==> src/rtl/antares_idex_register_pkg.sv <==
// Shared constants for the Antares ID/EX pipeline register.
package antares_idex_register_pkg;

    localparam int unsigned GPR_ADDR_W = 5;
    localparam int unsigned ALU_OP_WIDTH = 5;

    // ALU operation encodings; NOP must stay at zero so a cleared bundle is a bubble.
    localparam logic [ALU_OP_WIDTH-1:0] ALU_OP_NOP = 5'd0;
    localparam logic [ALU_OP_WIDTH-1:0] ALU_OP_ADD = 5'd1;
    localparam logic [ALU_OP_WIDTH-1:0] ALU_OP_SUB = 5'd2;
    localparam logic [ALU_OP_WIDTH-1:0] ALU_OP_AND = 5'd3;
    localparam logic [ALU_OP_WIDTH-1:0] ALU_OP_OR  = 5'd4;
    localparam logic [ALU_OP_WIDTH-1:0] ALU_OP_XOR = 5'd5;
    localparam logic [ALU_OP_WIDTH-1:0] ALU_OP_SHF = 5'd6;

    localparam logic SHIFT_DIR_RIGHT = 1'b0;
    localparam logic SHIFT_DIR_LEFT  = 1'b1;

endpackage

==> src/rtl/antares_pipe_reg.sv <==
// Generic pipeline register: async active-low reset, flush loads CLEAR_VALUE, stall holds.
module antares_pipe_reg #(
    parameter int unsigned           WIDTH       = 1,
    parameter logic [WIDTH-1:0]      CLEAR_VALUE = '0
) (
    input  logic             clk,
    input  logic             rst_n,
    input  logic             stall,
    input  logic             flush,
    input  logic [WIDTH-1:0] d,
    output logic [WIDTH-1:0] q
);

    // Flush has priority over stall; otherwise capture d every edge.
    always_ff @(posedge clk or negedge rst_n) begin
        if (!rst_n) begin
            q <= '0;
        end else if (flush) begin
            q <= CLEAR_VALUE;
        end else if (!stall) begin
            q <= d;
        end
    end

endmodule

==> src/rtl/antares_idex_register.sv <==
// ID/EX pipeline register: operands, resolved shift controls and EX control fields.
module antares_idex_register
    import antares_idex_register_pkg::*;
#(
    parameter int unsigned ALU_OP_W = ALU_OP_WIDTH,
    parameter int unsigned GPR_AW   = GPR_ADDR_W
) (
    input  logic                clk,
    input  logic                rst_n,
    input  logic [31:0]         id_data_rs,
    input  logic [31:0]         id_data_rt,
    input  logic [4:0]          id_shamt,
    input  logic                id_shift_variable,
    input  logic                id_shift_direction,
    input  logic                id_shift_sign_extend,
    input  logic [ALU_OP_W-1:0] id_alu_operation,
    input  logic [GPR_AW-1:0]   id_gpr_wa,
    input  logic                id_gpr_we,
    input  logic [31:0]         id_exception_pc,
    input  logic                id_delay_slot,
    input  logic                id_valid,
    input  logic                id_stall,
    input  logic                id_flush,
    input  logic                ex_stall,
    input  logic                ex_flush,
    output logic [31:0]         ex_data_rs,
    output logic [31:0]         ex_data_rt,
    output logic [31:0]         ex_shift_input_data,
    output logic [4:0]          ex_shift_shamnt,
    output logic                ex_shift_direction,
    output logic                ex_shift_sign_extend,
    output logic [ALU_OP_W-1:0] ex_alu_operation,
    output logic [GPR_AW-1:0]   ex_gpr_wa,
    output logic                ex_gpr_we,
    output logic [31:0]         ex_exception_pc,
    output logic                ex_delay_slot,
    output logic                ex_valid
);

    localparam int unsigned CTRL_W = ALU_OP_W + 5;
    localparam int unsigned DATA_W = 32 + 32 + 5 + GPR_AW + 32;

    // Cleared control bundle is a NOP: no writeback, not valid, right shift, no sign extend.
    localparam logic [CTRL_W-1:0] CTRL_CLEAR = {ALU_OP_W'(ALU_OP_NOP), SHIFT_DIR_RIGHT, 4'b0000};

    logic [4:0]        shamt_resolved;
    logic [CTRL_W-1:0] ctrl_d;
    logic [CTRL_W-1:0] ctrl_q;
    logic [DATA_W-1:0] data_d;
    logic [DATA_W-1:0] data_q;
    logic              ctrl_clear;
    logic              data_hold;

    // Shift amount resolved before the register; only rs[4:0] counts for variable shifts.
    always_comb begin
        shamt_resolved = id_shift_variable ? id_data_rs[4:0] : id_shamt;
    end

    // Control clears on ex_flush, or on an ID bubble when EX is free to advance;
    // data holds on either ex_flush or ex_stall so EPC survives a squash.
    always_comb begin
        ctrl_clear = ex_flush | (~ex_stall & (id_stall | id_flush));
        data_hold  = ex_stall | ex_flush;
        ctrl_d     = {id_alu_operation, id_shift_direction, id_shift_sign_extend,
                      id_delay_slot, id_gpr_we, id_valid};
        data_d     = {id_data_rs, id_data_rt, shamt_resolved, id_gpr_wa, id_exception_pc};
    end

    antares_pipe_reg #(
        .WIDTH       (CTRL_W),
        .CLEAR_VALUE (CTRL_CLEAR)
    ) u_ctrl_reg (
        .clk   (clk),
        .rst_n (rst_n),
        .stall (ex_stall),
        .flush (ctrl_clear),
        .d     (ctrl_d),
        .q     (ctrl_q)
    );

    antares_pipe_reg #(
        .WIDTH       (DATA_W),
        .CLEAR_VALUE ('0)
    ) u_data_reg (
        .clk   (clk),
        .rst_n (rst_n),
        .stall (data_hold),
        .flush (1'b0),
        .d     (data_d),
        .q     (data_q)
    );

    // Unpack registered bundles; shifter data input shares the rt flops.
    always_comb begin
        {ex_alu_operation, ex_shift_direction, ex_shift_sign_extend,
         ex_delay_slot, ex_gpr_we, ex_valid} = ctrl_q;
        {ex_data_rs, ex_data_rt, ex_shift_shamnt, ex_gpr_wa, ex_exception_pc} = data_q;
        ex_shift_input_data = ex_data_rt;
    end

endmodule
==> config.mk <==
export PLATFORM = sky130hd
export DESIGN_NAME = antares_idex_register
export DESIGN_NICKNAME = d
export VERILOG_FILES = /design/src/rtl/antares_idex_register_pkg.sv /design/src/rtl/antares_pipe_reg.sv /design/src/rtl/antares_idex_register.sv
export SDC_FILE = /design/constraint.sdc
export NUM_CORES = 1
export LEC_CHECK = 0
export CORE_MARGIN = 1
export CORE_UTILIZATION = 39
export DETAILED_ROUTE_END_ITERATION = 16
export GPL_TIMING_DRIVEN = 0
export PLACE_DENSITY = 0.88
export SYNTH_ARGS = -nofsm -noshare
export SYNTH_HDL_FRONTEND = slang
export SYNTH_HIERARCHICAL = 1
export SYNTH_SLANG_ARGS = --single-unit
==> constraint.sdc <==
create_clock -name clk -period 0.8 [get_ports clk]
set_input_delay 0.12 -clock clk [delete_from_list [all_inputs] [get_ports clk]]
set_output_delay 0.12 -clock clk [all_outputs]
set_load 0.005 [all_outputs]
==> results.py <==
metrics = {
    "run_status": {
        "outcome": "complete, but fails checks",
        "violations": "hold timing, setup timing",
    },
    "finish": {
        "finish.utilization_pct": 69.8,
        "diodes": 0,
        "final_cell_mix": "118 x clkdlybuf4s50_1, 118 x buf_2, 117 x nor2_1, 115 x dfrtp_1, 111 x mux2i_1",
        "drive_gt1_share_pct": 38.6,
        "area_delta_synth_final_pct": 75.2,
        "finalNetCount": 891,
    },
    "drt": {
        "drt_first_pass_iters": 4,
        "wirelength_um": 16100,
        "wl_per_cell_um": 16.9,
        "viasPerCell": 4.62,
        "drt_first_iter_violations": 163,
        "drcViolationCount": 0,
        "vias": 4390,
        "ant_nets": 0,
    },
    "timing": {
        "clock_skew_ns": 0,
        "rsz0062_at_grt": "true",
        "max_freq_ghz": 0.840,
        "hold_violations": 57,
        "worst_slew_pin_slew_ns": 0.758,
        "maxSlewViolCount": 0,
        "setup_ws_ns": -0.391,
        "max_slew_margin_pct": 49.5,
        "finalCritPeriodShare_pct": 149,
        "min_period_ns": 1.19,
        "fin_hold_ws_ns": -0.221,
        "setup_viol": 191,
    },
    "power_and_ir_drop": {
        "p_int_mw": 12.4,
        "p_sw_share_pct": 23.1,
        "clockPowerShare_pct": 43.8,
        "pwr-share-comb_pct": 16.7,
        "power_density_nw_per_um2": 1820,
        "peakVddDrop_mv": 1.05,
        "power.switching_mw": 3.71,
        "leakagePower_nw": 4.98,
        "share_seq_of_total_power_pct": 39.5,
    },
    "clocking": {
        "cts_root_buf": "clkbuf_16",
        "insertion_delay_ns": 0.40,
        "cts_sinks": 116,
        "cts_made_buffers": 17,
        "cts_tree": "yes",
        "clock_path_buffers": 2,
        "cts.htree.levels": 4,
        "clk_pin_slew_worst_paths_ns": 0.05,
    },
    "floorplanning": {
        "die_w_um": 116,
        "std_cell_rows": 41,
        "die_area_um2": 13400,
        "start_util_pct": 39.9,
        "coreArea_um2": 12600,
        "die-height_um": 116,
        "io_pins": 271,
    },
    "global_routing": {
        "grt_max_degree": 60,
        "grt_pass1_vias": 4605,
        "grt_usage_pct": 23.0,
        "grt_use_met1_pct": 24.1,
        "grt.met3_usage_pct": 7.53,
        "grt-busiest-layer": "met2",
        "use_met2_pct": 42.9,
        "antenna_found_initial": 0,
        "overflow": 0,
        "grt_pass1_wl_um": 23100,
    },
    "logic_synthesis": {
        "yosys_warnings": 6,
        "ys_types": 14,
        "netlist_instances": 415,
        "synth_area_um2": 5030,
        "ys_ff_latch": 116,
        "synth_area_per_cell_um2": 12.1,
        "seq_area_frac_synth_pct": 57.7,
        "syn_nets": 538,
    },
    "placement": {
        "dp_hpwl_um": 11000,
        "place_congestion": 0.741,
        "io_buffers": 270,
    },
    "worst_setup_path": {
        "start_kind": "flop",
        "critPathMostFrequentCell": "buf_6",
        "cp_cell_sequence": "buf_6 > buf_6",
        "cp.required_ns": 0.68,
        "crit_arrival_ns": 1.07,
        "cp.buffers_inverters": 2,
        "cpPeakStageDelay_ns": 0.43,
        "critPathKind": "reg -> out",
        "crit_slowest_cell": "dfrtp_1",
        "end_kind": "output port",
        "path_delay_family": "flip-flops",
        "cp_max_fo": 3,
    },
    "run": {
        "drv_cap": 0,
    },
    "worst_hold_path": {
        "min_path_type": "in -> async",
    },
}
## repair_timing
action / CTS / global route
endpoints found under the setup margin: 264 / 204
cloned: 1 / 2
endpoints found under the hold margin: 57 / 57
gates resized for setup: 661 / 47
buffers inserted: 41 / 37
pin swaps: 5 / 32
## power groups by stage
stage                     combinational [mW]  clock (mW)  sequential, mW
after CTS                               2.47        7.18            6.33
after floorplan                        0.878           0            6.42
after global placement                  2.40           0            6.41
final                                   2.69        7.04            6.35
after global routing                    2.89        7.45            6.37
after detailed placement                2.48           0            6.43
## kinds of logic after synthesis
family,after synthesis,share of synthesized area [%]
flip-flops,116,57.7
buffers and inverters,58,9.00
multiplexers,121,24.2
AO/OA/AOI/OAI,1,0.149
AND/OR/NAND/NOR,118,8.86
other,1,0.0746
## layout make-up
class	instances	area (um^2)
Timing Repair Buffer	335	2830
Clock buffer	25	495
Fill cell	937	3810
Tap cell	172	215
Multi-Input combinational cell	241	1700
Sequential cell	116	2900
Clock inverter	5	50.0
Buffer	57	621
## through the flow
stage	setup TNS, ns	power, mW	std cells	area [um^2]	worst slack (ns)
2_1_floorplan	-20.11	7.30	415	5040	-0.261
3_3_place_gp	-656.70	8.82	857	7960	-4.69
3_5_place_dp	-127.41	8.91	858	7980	-0.872
4_1_cts	-42.30	16.0	929	8440	-0.416
5_1_grt	-47.33	16.7	951	8810	-0.421
6_report	-40.97	16.1	951	8810	-0.391
## state kept, by name, summed over array words and instances, names as in the netlist
register and count:
u_data_reg/q 106, u_ctrl_reg/q 10
## final timing paths
path,cells after the start,start,slack (ns),end
max in group asynchronous,2,rst_n,0.26,u_data_reg/q[50]
min reg2reg,2,u_data_reg/q[0],0.52,u_data_reg/q[0]
min,1,rst_n,-0.22,u_data_reg/q[86]
min in group clk,4,ex_stall,0.16,u_ctrl_reg/q[9]
max,2,u_data_reg/q[48],-0.39,ex_shift_input_data[6]
max reg2reg,4,u_data_reg/q[55],-0.23,u_data_reg/q[55]
## worst register-to-register path: stages, from the launching register on
cell	delay (ns)
dfrtp_1	0.42
buf_6	0.14
buf_6	0.11
mux2i_1	0.17
nor2_1	0.08
## cell usage after synthesis (all sizes together)
cell type | number | area share, %
nor2 | 117 | 8.7
dfrtp | 116 | 58
mux2i | 116 | 23
buf | 52 | 8.6
clkbuf | 6 | 0.45
mux2 | 5 | 1.1
conb | 1 | 0.075
o21bai | 1 | 0.15
or2 | 1 | 0.12
## per-layer routing
layer  routed length (um)  vias up
li1                     -     2045
met1                 5730     2139
met2                 8710      178
met3                 1350       28
met4                  290        0
met5                    0        -
No activity file was read; power rests on OpenSTA's default activity.
